### src/rtl/tap_lfsr_stream_if.sv
`default_nettype none
// ============================================================================
// Module   : tap_lfsr_stream_if
// Purpose  : Byte stream handshake bundle between tap_lfsr_stream (master)
//            and its downstream consumer (slave).
// Signals  : dout        8   generated byte
//            dout_valid  1   dout holds a completed byte
//            dout_ready  1   consumer accepts dout when valid && ready
// Revision : 1.0 - initial release
// ============================================================================
interface tap_lfsr_stream_if;
  logic [7:0] dout;
  logic       dout_valid;
  logic       dout_ready;

  modport master (output dout, output dout_valid, input dout_ready);
  modport slave  (input dout, input dout_valid, output dout_ready);
endinterface
`default_nettype wire

### src/rtl/tap_lfsr_stream.sv
`default_nettype none
// ============================================================================
// Module   : tap_lfsr_stream
// Purpose  : Latches a packed tap list, walks it one slot per enabled cycle
//            to build a Fibonacci feedback mask, then runs the LFSR and
//            streams pseudo-random bytes (first generated bit = MSB).
// Ports    : clk           system clock, rising edge
//            res           asynchronous active-high reset
//            taps_i        packed tap list, slot i at [(i+1)*8-1 -: 8]
//            taps_valid_i  tap list complete; sampled only in IDLE
//            ena_i         advance enable for LOAD and RUN
//            loaded_o      high while in RUN
//            err_o         degenerate tap list, sticky until res
//            strm          byte stream handshake (master side)
// Revision : 1.0 - initial release
// ============================================================================
module tap_lfsr_stream #(
  parameter int unsigned     NUM_OF_TAPS = 15,
  parameter int unsigned     SIZE        = 32,
  parameter logic [SIZE-1:0] SEED        = {{(SIZE-1){1'b0}}, 1'b1}
) (
  input  wire logic                     clk,
  input  wire logic                     res,
  input  wire logic [NUM_OF_TAPS*8-1:0] taps_i,
  input  wire logic                     taps_valid_i,
  input  wire logic                     ena_i,
  output logic                          loaded_o,
  output logic                          err_o,
  tap_lfsr_stream_if.master             strm
);

  localparam int unsigned IDX_W = (NUM_OF_TAPS > 1) ? $clog2(NUM_OF_TAPS) : 1;

  localparam logic [SIZE-1:0] ONE       = {{(SIZE-1){1'b0}}, 1'b1};
  localparam logic [SIZE-1:0] TOP_BIT   = ONE << (SIZE - 1);
  localparam logic [SIZE-1:0] SEED_INIT = (SEED == '0) ? ONE : SEED;

  localparam logic [1:0] S_IDLE = 2'd0;
  localparam logic [1:0] S_LOAD = 2'd1;
  localparam logic [1:0] S_RUN  = 2'd2;
  localparam logic [1:0] S_ERR  = 2'd3;

  logic [1:0]               state_q,    state_d;
  logic [NUM_OF_TAPS*8-1:0] captured_q, captured_d;
  logic [SIZE-1:0]          mask_q,     mask_d;
  logic [IDX_W-1:0]         idx_q,      idx_d;
  logic                     any_low_q,  any_low_d;   // some accepted tap below the top bit
  logic [SIZE-1:0]          lfsr_q,     lfsr_d;
  logic [6:0]               shreg_q,    shreg_d;     // bits of the byte in progress
  logic [2:0]               bitcnt_q,   bitcnt_d;
  logic [7:0]               dout_q,     dout_d;
  logic                     dout_valid_q, dout_valid_d;
  logic                     err_q,      err_d;

  logic [7:0]      slot;
  logic [SIZE-1:0] mask_set;
  logic            slot_low;
  logic            fb;
  logic            accept;
  logic            stall;

  always_comb begin
    // Current slot byte and its contribution to the mask. Out-of-range and
    // zero slots match no bit position and are therefore ignored.
    slot     = '0;
    mask_set = mask_q;
    slot_low = 1'b0;
    for (int i = 0; i < int'(NUM_OF_TAPS); i++) begin
      if (idx_q == IDX_W'(i)) begin
        slot = captured_q[i*8 +: 8];
      end
    end
    for (int b = 0; b < int'(SIZE); b++) begin
      if (slot == 8'(b + 1)) begin
        mask_set[b] = 1'b1;
        if (b < int'(SIZE) - 1) begin
          slot_low = 1'b1;
        end
      end
    end

    fb     = ^(lfsr_q & mask_q);
    accept = dout_valid_q & strm.dout_ready;
    stall  = dout_valid_q & ~strm.dout_ready;

    state_d      = state_q;
    captured_d   = captured_q;
    mask_d       = mask_q;
    idx_d        = idx_q;
    any_low_d    = any_low_q;
    lfsr_d       = lfsr_q;
    shreg_d      = shreg_q;
    bitcnt_d     = bitcnt_q;
    dout_d       = dout_q;
    dout_valid_d = dout_valid_q;
    err_d        = err_q;

    // The handshake completes regardless of ena; a byte completing in the
    // same cycle overrides this below.
    if (accept) begin
      dout_valid_d = 1'b0;
    end

    case (state_q)
      S_IDLE: begin
        if (taps_valid_i) begin
          captured_d = taps_i;
          mask_d     = '0;
          idx_d      = '0;
          any_low_d  = 1'b0;
          state_d    = S_LOAD;
        end
      end
      S_LOAD: begin
        if (ena_i) begin
          any_low_d = any_low_q | slot_low;
          if (idx_q == IDX_W'(NUM_OF_TAPS - 1)) begin
            // Forcing the top bit keeps the shift map invertible.
            mask_d = mask_set | TOP_BIT;
            if (any_low_q | slot_low) begin
              state_d = S_RUN;
            end else begin
              state_d = S_ERR;
              err_d   = 1'b1;
            end
          end else begin
            mask_d = mask_set;
            idx_d  = idx_q + IDX_W'(1);
          end
        end
      end
      S_RUN: begin
        if (ena_i && !stall) begin
          lfsr_d  = {lfsr_q[SIZE-2:0], fb};
          shreg_d = {shreg_q[5:0], fb};
          if (bitcnt_q == 3'd7) begin
            dout_d       = {shreg_q, fb};
            dout_valid_d = 1'b1;
            bitcnt_d     = 3'd0;
          end else begin
            bitcnt_d = bitcnt_q + 3'd1;
          end
        end
      end
      default: begin
        dout_valid_d = 1'b0;
      end
    endcase
  end

  always_ff @(posedge clk or posedge res) begin
    if (res) begin
      state_q      <= S_IDLE;
      captured_q   <= '0;
      mask_q       <= '0;
      idx_q        <= '0;
      any_low_q    <= 1'b0;
      lfsr_q       <= SEED_INIT;
      shreg_q      <= '0;
      bitcnt_q     <= '0;
      dout_q       <= '0;
      dout_valid_q <= 1'b0;
      err_q        <= 1'b0;
    end else begin
      state_q      <= state_d;
      captured_q   <= captured_d;
      mask_q       <= mask_d;
      idx_q        <= idx_d;
      any_low_q    <= any_low_d;
      lfsr_q       <= lfsr_d;
      shreg_q      <= shreg_d;
      bitcnt_q     <= bitcnt_d;
      dout_q       <= dout_d;
      dout_valid_q <= dout_valid_d;
      err_q        <= err_d;
    end
  end

  assign strm.dout       = dout_q;
  assign strm.dout_valid = dout_valid_q;
  assign loaded_o        = (state_q == S_RUN);
  assign err_o           = err_q;

endmodule
`default_nettype wire

### src/flat_wrapper.sv
// flat-port wrapper written by rule: the top's interface ports become plain ports
module tap_lfsr_stream_flat 
#(
  parameter int unsigned     NUM_OF_TAPS = 15,
  parameter int unsigned     SIZE        = 32,
  parameter logic [SIZE-1:0] SEED        = {{(SIZE-1){1'b0}}, 1'b1}
)
  (clk, res, taps_i, taps_valid_i, ena_i, loaded_o, err_o, strm_dout, strm_dout_valid, strm_dout_ready);
  tap_lfsr_stream_if strm_i ();
  input  wire logic clk;
  input  wire logic res;
  input  wire logic [NUM_OF_TAPS*8-1:0] taps_i;
  input  wire logic taps_valid_i;
  input  wire logic ena_i;
  output logic loaded_o;
  output logic err_o;
  output wire logic [$bits(strm_i.dout)-1:0] strm_dout;
  output wire logic [$bits(strm_i.dout_valid)-1:0] strm_dout_valid;
  input wire logic [$bits(strm_i.dout_ready)-1:0] strm_dout_ready;
  assign strm_dout = strm_i.dout;
  assign strm_dout_valid = strm_i.dout_valid;
  assign strm_i.dout_ready = strm_dout_ready;
  tap_lfsr_stream #(.NUM_OF_TAPS(NUM_OF_TAPS), .SIZE(SIZE), .SEED(SEED)) u_core (.clk(clk), .res(res), .taps_i(taps_i), .taps_valid_i(taps_valid_i), .ena_i(ena_i), .loaded_o(loaded_o), .err_o(err_o), .strm(strm_i));
endmodule
### config.mk
export PLATFORM = sky130hd
export DESIGN_NAME = tap_lfsr_stream_flat
export DESIGN_NICKNAME = d
export VERILOG_FILES = /design/src/rtl/tap_lfsr_stream_if.sv /design/src/rtl/tap_lfsr_stream.sv /design/src/flat_wrapper.sv
export SDC_FILE = /design/constraint.sdc
export NUM_CORES = 1
export LEC_CHECK = 0
export CAP_MARGIN = 20
export CORE_MARGIN = 4
export CORE_UTILIZATION = 60
export CTS_BUF_LIST = sky130_fd_sc_hd__clkbuf_4 sky130_fd_sc_hd__clkbuf_8 sky130_fd_sc_hd__clkbuf_16
export DETAILED_ROUTE_END_ITERATION = 8
export GPL_ROUTABILITY_DRIVEN = 1
export PLACE_DENSITY = 0.95
export SKIP_LAST_GASP = 1
export SLEW_MARGIN = 5
export SYNTH_ARGS = -nofsm -noshare
export SYNTH_HDL_FRONTEND = slang
export SYNTH_SLANG_ARGS = --single-unit
### constraint.sdc
create_clock -name clk -period 15.4 [get_ports clk]
set_input_delay 3.08 -clock clk [delete_from_list [all_inputs] [get_ports clk]]
set_output_delay 3.08 -clock clk [all_outputs]
set_load 0.05 [all_outputs]
==> impl_metrics.csv <==
group,metric,value,unit
die,core-area,16600,um^2
finish,fin_util,0.737,
logic_synthesis,ys_warn_count,0,
route,dr.pass1.iters,7,
finish,layout_commonest_cell,"nand2_1",
cts,clock_sinks,211,
logic_synthesis,ys_ff_latch,211,
timing,fmax,190,MHz
logic_synthesis,syn_nets,1229,
power_and_ir_drop,switchingPower,0.231,mW
timing,post-route-period-util,0.341,
placed_design,io_buffers,135,
timing,setup_viol,0,
critical_path,crit_required,12320,ps
logic_synthesis,synth-edff-count,0,
power_and_ir_drop,p_sw_frac,0.201,
die,fp.dieArea,19000,um^2
global_routing,grt_use_total,0.289,
route,vias,8628,
logic_synthesis,syn_avg_cell_area,9.22,um^2
route,drtAntennaViolNets,0,
global_routing,globalRouteMet1Util,0.379,
critical_path,cp-end-kind,"primary output",
power_and_ir_drop,ir_drop,71.6,uV
outcome,outcome,"complete, no violations",
finish,nNetsFinal,1329,
logic_synthesis,ys_seq_area_frac,0.521,
power_and_ir_drop,pwr-share-seq,0.484,
finish,num_antenna_cells,0,
power_and_ir_drop,p_clk_frac,0.477,
route,totalWireLength,27200,um
logic_synthesis,synth_top_area_frac,0.519,
timing,relSlewSlack,0.300,
timing,worstMarginPinSlew,1050,ps
power_and_ir_drop,p_total,1.15,mW
die,top_level_ports,136,
timing,rsz0062_at_grt,"no",
placed_design,post-place-ws,9890,ps
power_and_ir_drop,powerDensity,93.7,nW/um^2
logic_synthesis,mappedNetlistArea,10100,um^2
power_and_ir_drop,combPwrFrac,0.038,
cts,cts_hold_buf,0,
timing,drv_slew,0,
global_routing,grt_pass1_wl,43300,um
route,drt-initial-drc-count,1123,
cts,cts_setup_buffers,0,
global_routing,grt_antenna_before_repair,0,
finish,drive_above_1_share,0.0976,
global_routing,use_met3,0.0457,
critical_path,startpoint_type,"flip-flop",
global_routing,grt_max_degree,148,
global_routing,grt_overflow,0,
logic_synthesis,async_reset_ff_frac,1.00,
die,die_w,138,um
logic_synthesis,synthCells,1098,
global_routing,grt.busiest_layer,"met2",
critical_path,crit_fanout,8,
timing,fin_skew,12.0,ps
timing,finalCriticalPeriod,5250,ps
job,max-cap-violations,0,
cts,clock_path_buffers,3,
finish,final_cell_mix,"453 x nand2_1, 210 x dfrtp_1, 135 x clkdlybuf4s50_1",
min_path,min_path_type,"reg2reg",
power_and_ir_drop,cellLeakagePower,5.84,nW
critical_path,worstPathArrival,2170,ps
logic_synthesis,synthTopCellsByArea,"dfrtp_1 52%, nand2_1 17%, mux2_2 5.2%",
cts,cts_resized,0,
power_and_ir_drop,internal_power,0.914,mW
timing,worst_slack,10150,ps
global_routing,grtUsageMet2,0.482,
global_routing,grt_pass1_vias,8659,
critical_path,worst-setup-path-type,"reg2out",
logic_synthesis,synth_area_leader_cell,"dfrtp_1",
logic_synthesis,yosysUniqueCellTypes,71,
cts,cts_tree,"built",
route,routedWlPerCell,19.0,um
die,num_rows,47,
placed_design,dpl.hpwl,17700,um
cts,clockRootBuffer,"clkbuf_16",
timing,fin_tns_setup,0,ps
cts,clkTransAtPathRegs,60,ps
die,initial_core_util,0.611,
cts,cts_max_level,1,
route,viasPerCell,6.04,
finish,area_delta_synth_final,20.6,%
die,die_h,138,um
route,remaining_drc_errors,0,
cts,insertion_delay,510,ps
timing,timing_hold_violations_final,0,
cts,cts_buffers,22,
logic_synthesis,synth_ff_type,"dfrtp_1",
placed_design,gp_congestion,0.932,
-- worst paths after layout --
path | from | end | slack (ps) | cells after the start
hold reg to reg | u_core.captured_q[21] | u_core.captured_q[21] | 470 | 2
setup reg to reg | u_core.idx_q[0] | u_core.mask_q[13] | 11330 | 10
hold / removal | u_core.captured_q[21] | u_core.captured_q[21] | 470 | 2
setup / recovery | u_core.state_q[1] | loaded_o | 10150 | 3
min in group asynchronous | res | u_core.captured_q[20] | 3150 | 2
max in group asynchronous | res | u_core.mask_q[9] | 10890 | 3
-- cells by family (layout without fill, tap and decap cells) --
logic type | Yosys count | in the layout | share of synthesized area
muxes | 47 | 47 | 0.0523
buffers and inverters | 86 | 197 | 0.0447
AOI/OAI and AO/OA | 183 | 183 | 0.132
xor gates and xnor gates | 34 | 34 | 0.0294
adders and majority gates | 6 | 6 | 0.00741
and+or+nand+nor | 531 | 531 | 0.213
DFF | 211 | 211 | 0.521
-- area by class of cell --
class	instances	area, um^2
sequential	211	5280
clock buffer	32	668
multi-input combinational	801	4420
tap	220	275
fill	1110	4370
timing repair buffer	143	1430
clock inverter	3	67.6
inverter	19	78.8
-- sequential cells by signal (all words and copies together) (netlist names) --
name	cells
u_core.any_low_q	1
u_core.state_q	2
u_core.captured_q	120
u_core.lfsr_q	32
u_core.strm.dout	8
u_core.err_o	1
u_core.bitcnt_q	3
u_core.strm.dout_valid	1
u_core.mask_q	32
u_core.idx_q	4
u_core.shreg_q	7
-- synth_stat cells, types with 10 or more instances --
library cell	number
a21oi_1	39
a22oi_1	10
buf_2	11
buf_6	14
clkbuf_1	30
dfrtp_1	210
inv_1	17
mux2_2	47
nand2_1	453
nor2_1	22
o21ai_0	23
o221ai_1	11
o31ai_1	24
xnor2_1	25
-- metal layers --
layer / share of wire / vias to the layer above
met4: 0.045 / 0
met2: 0.49 / 498
li1: - / 3872
met3: 0.079 / 113
met5: 0 / -
met1: 0.39 / 4145
-- per-stage QoR --
stage               area [um^2]  hold slack, ps  cells
finish                    12200             472   1429
global route              12200             494   1429
CTS                       12200             473   1428
detailed placement        11500             458   1393
global placement          11500             451   1393
floorplan                 10100             437   1098
-- power groups by stage --
stage	registers [mW]	clock network (mW)	logic (mW)
floorplan	0.565	0	0.00847
global placement	0.565	0	0.0439
CTS	0.554	0.547	0.0448
finish	0.554	0.547	0.0440
detailed placement	0.565	0	0.0444
global route	0.554	0.571	0.0478
-- critical path: stages (launching register included) --
cell and delay, ps:
dfrtp_1 390, clkinv_1 270, nor2_1 190, clkdlybuf4s50_1 820
No activity file was read; power rests on OpenSTA's default activity.
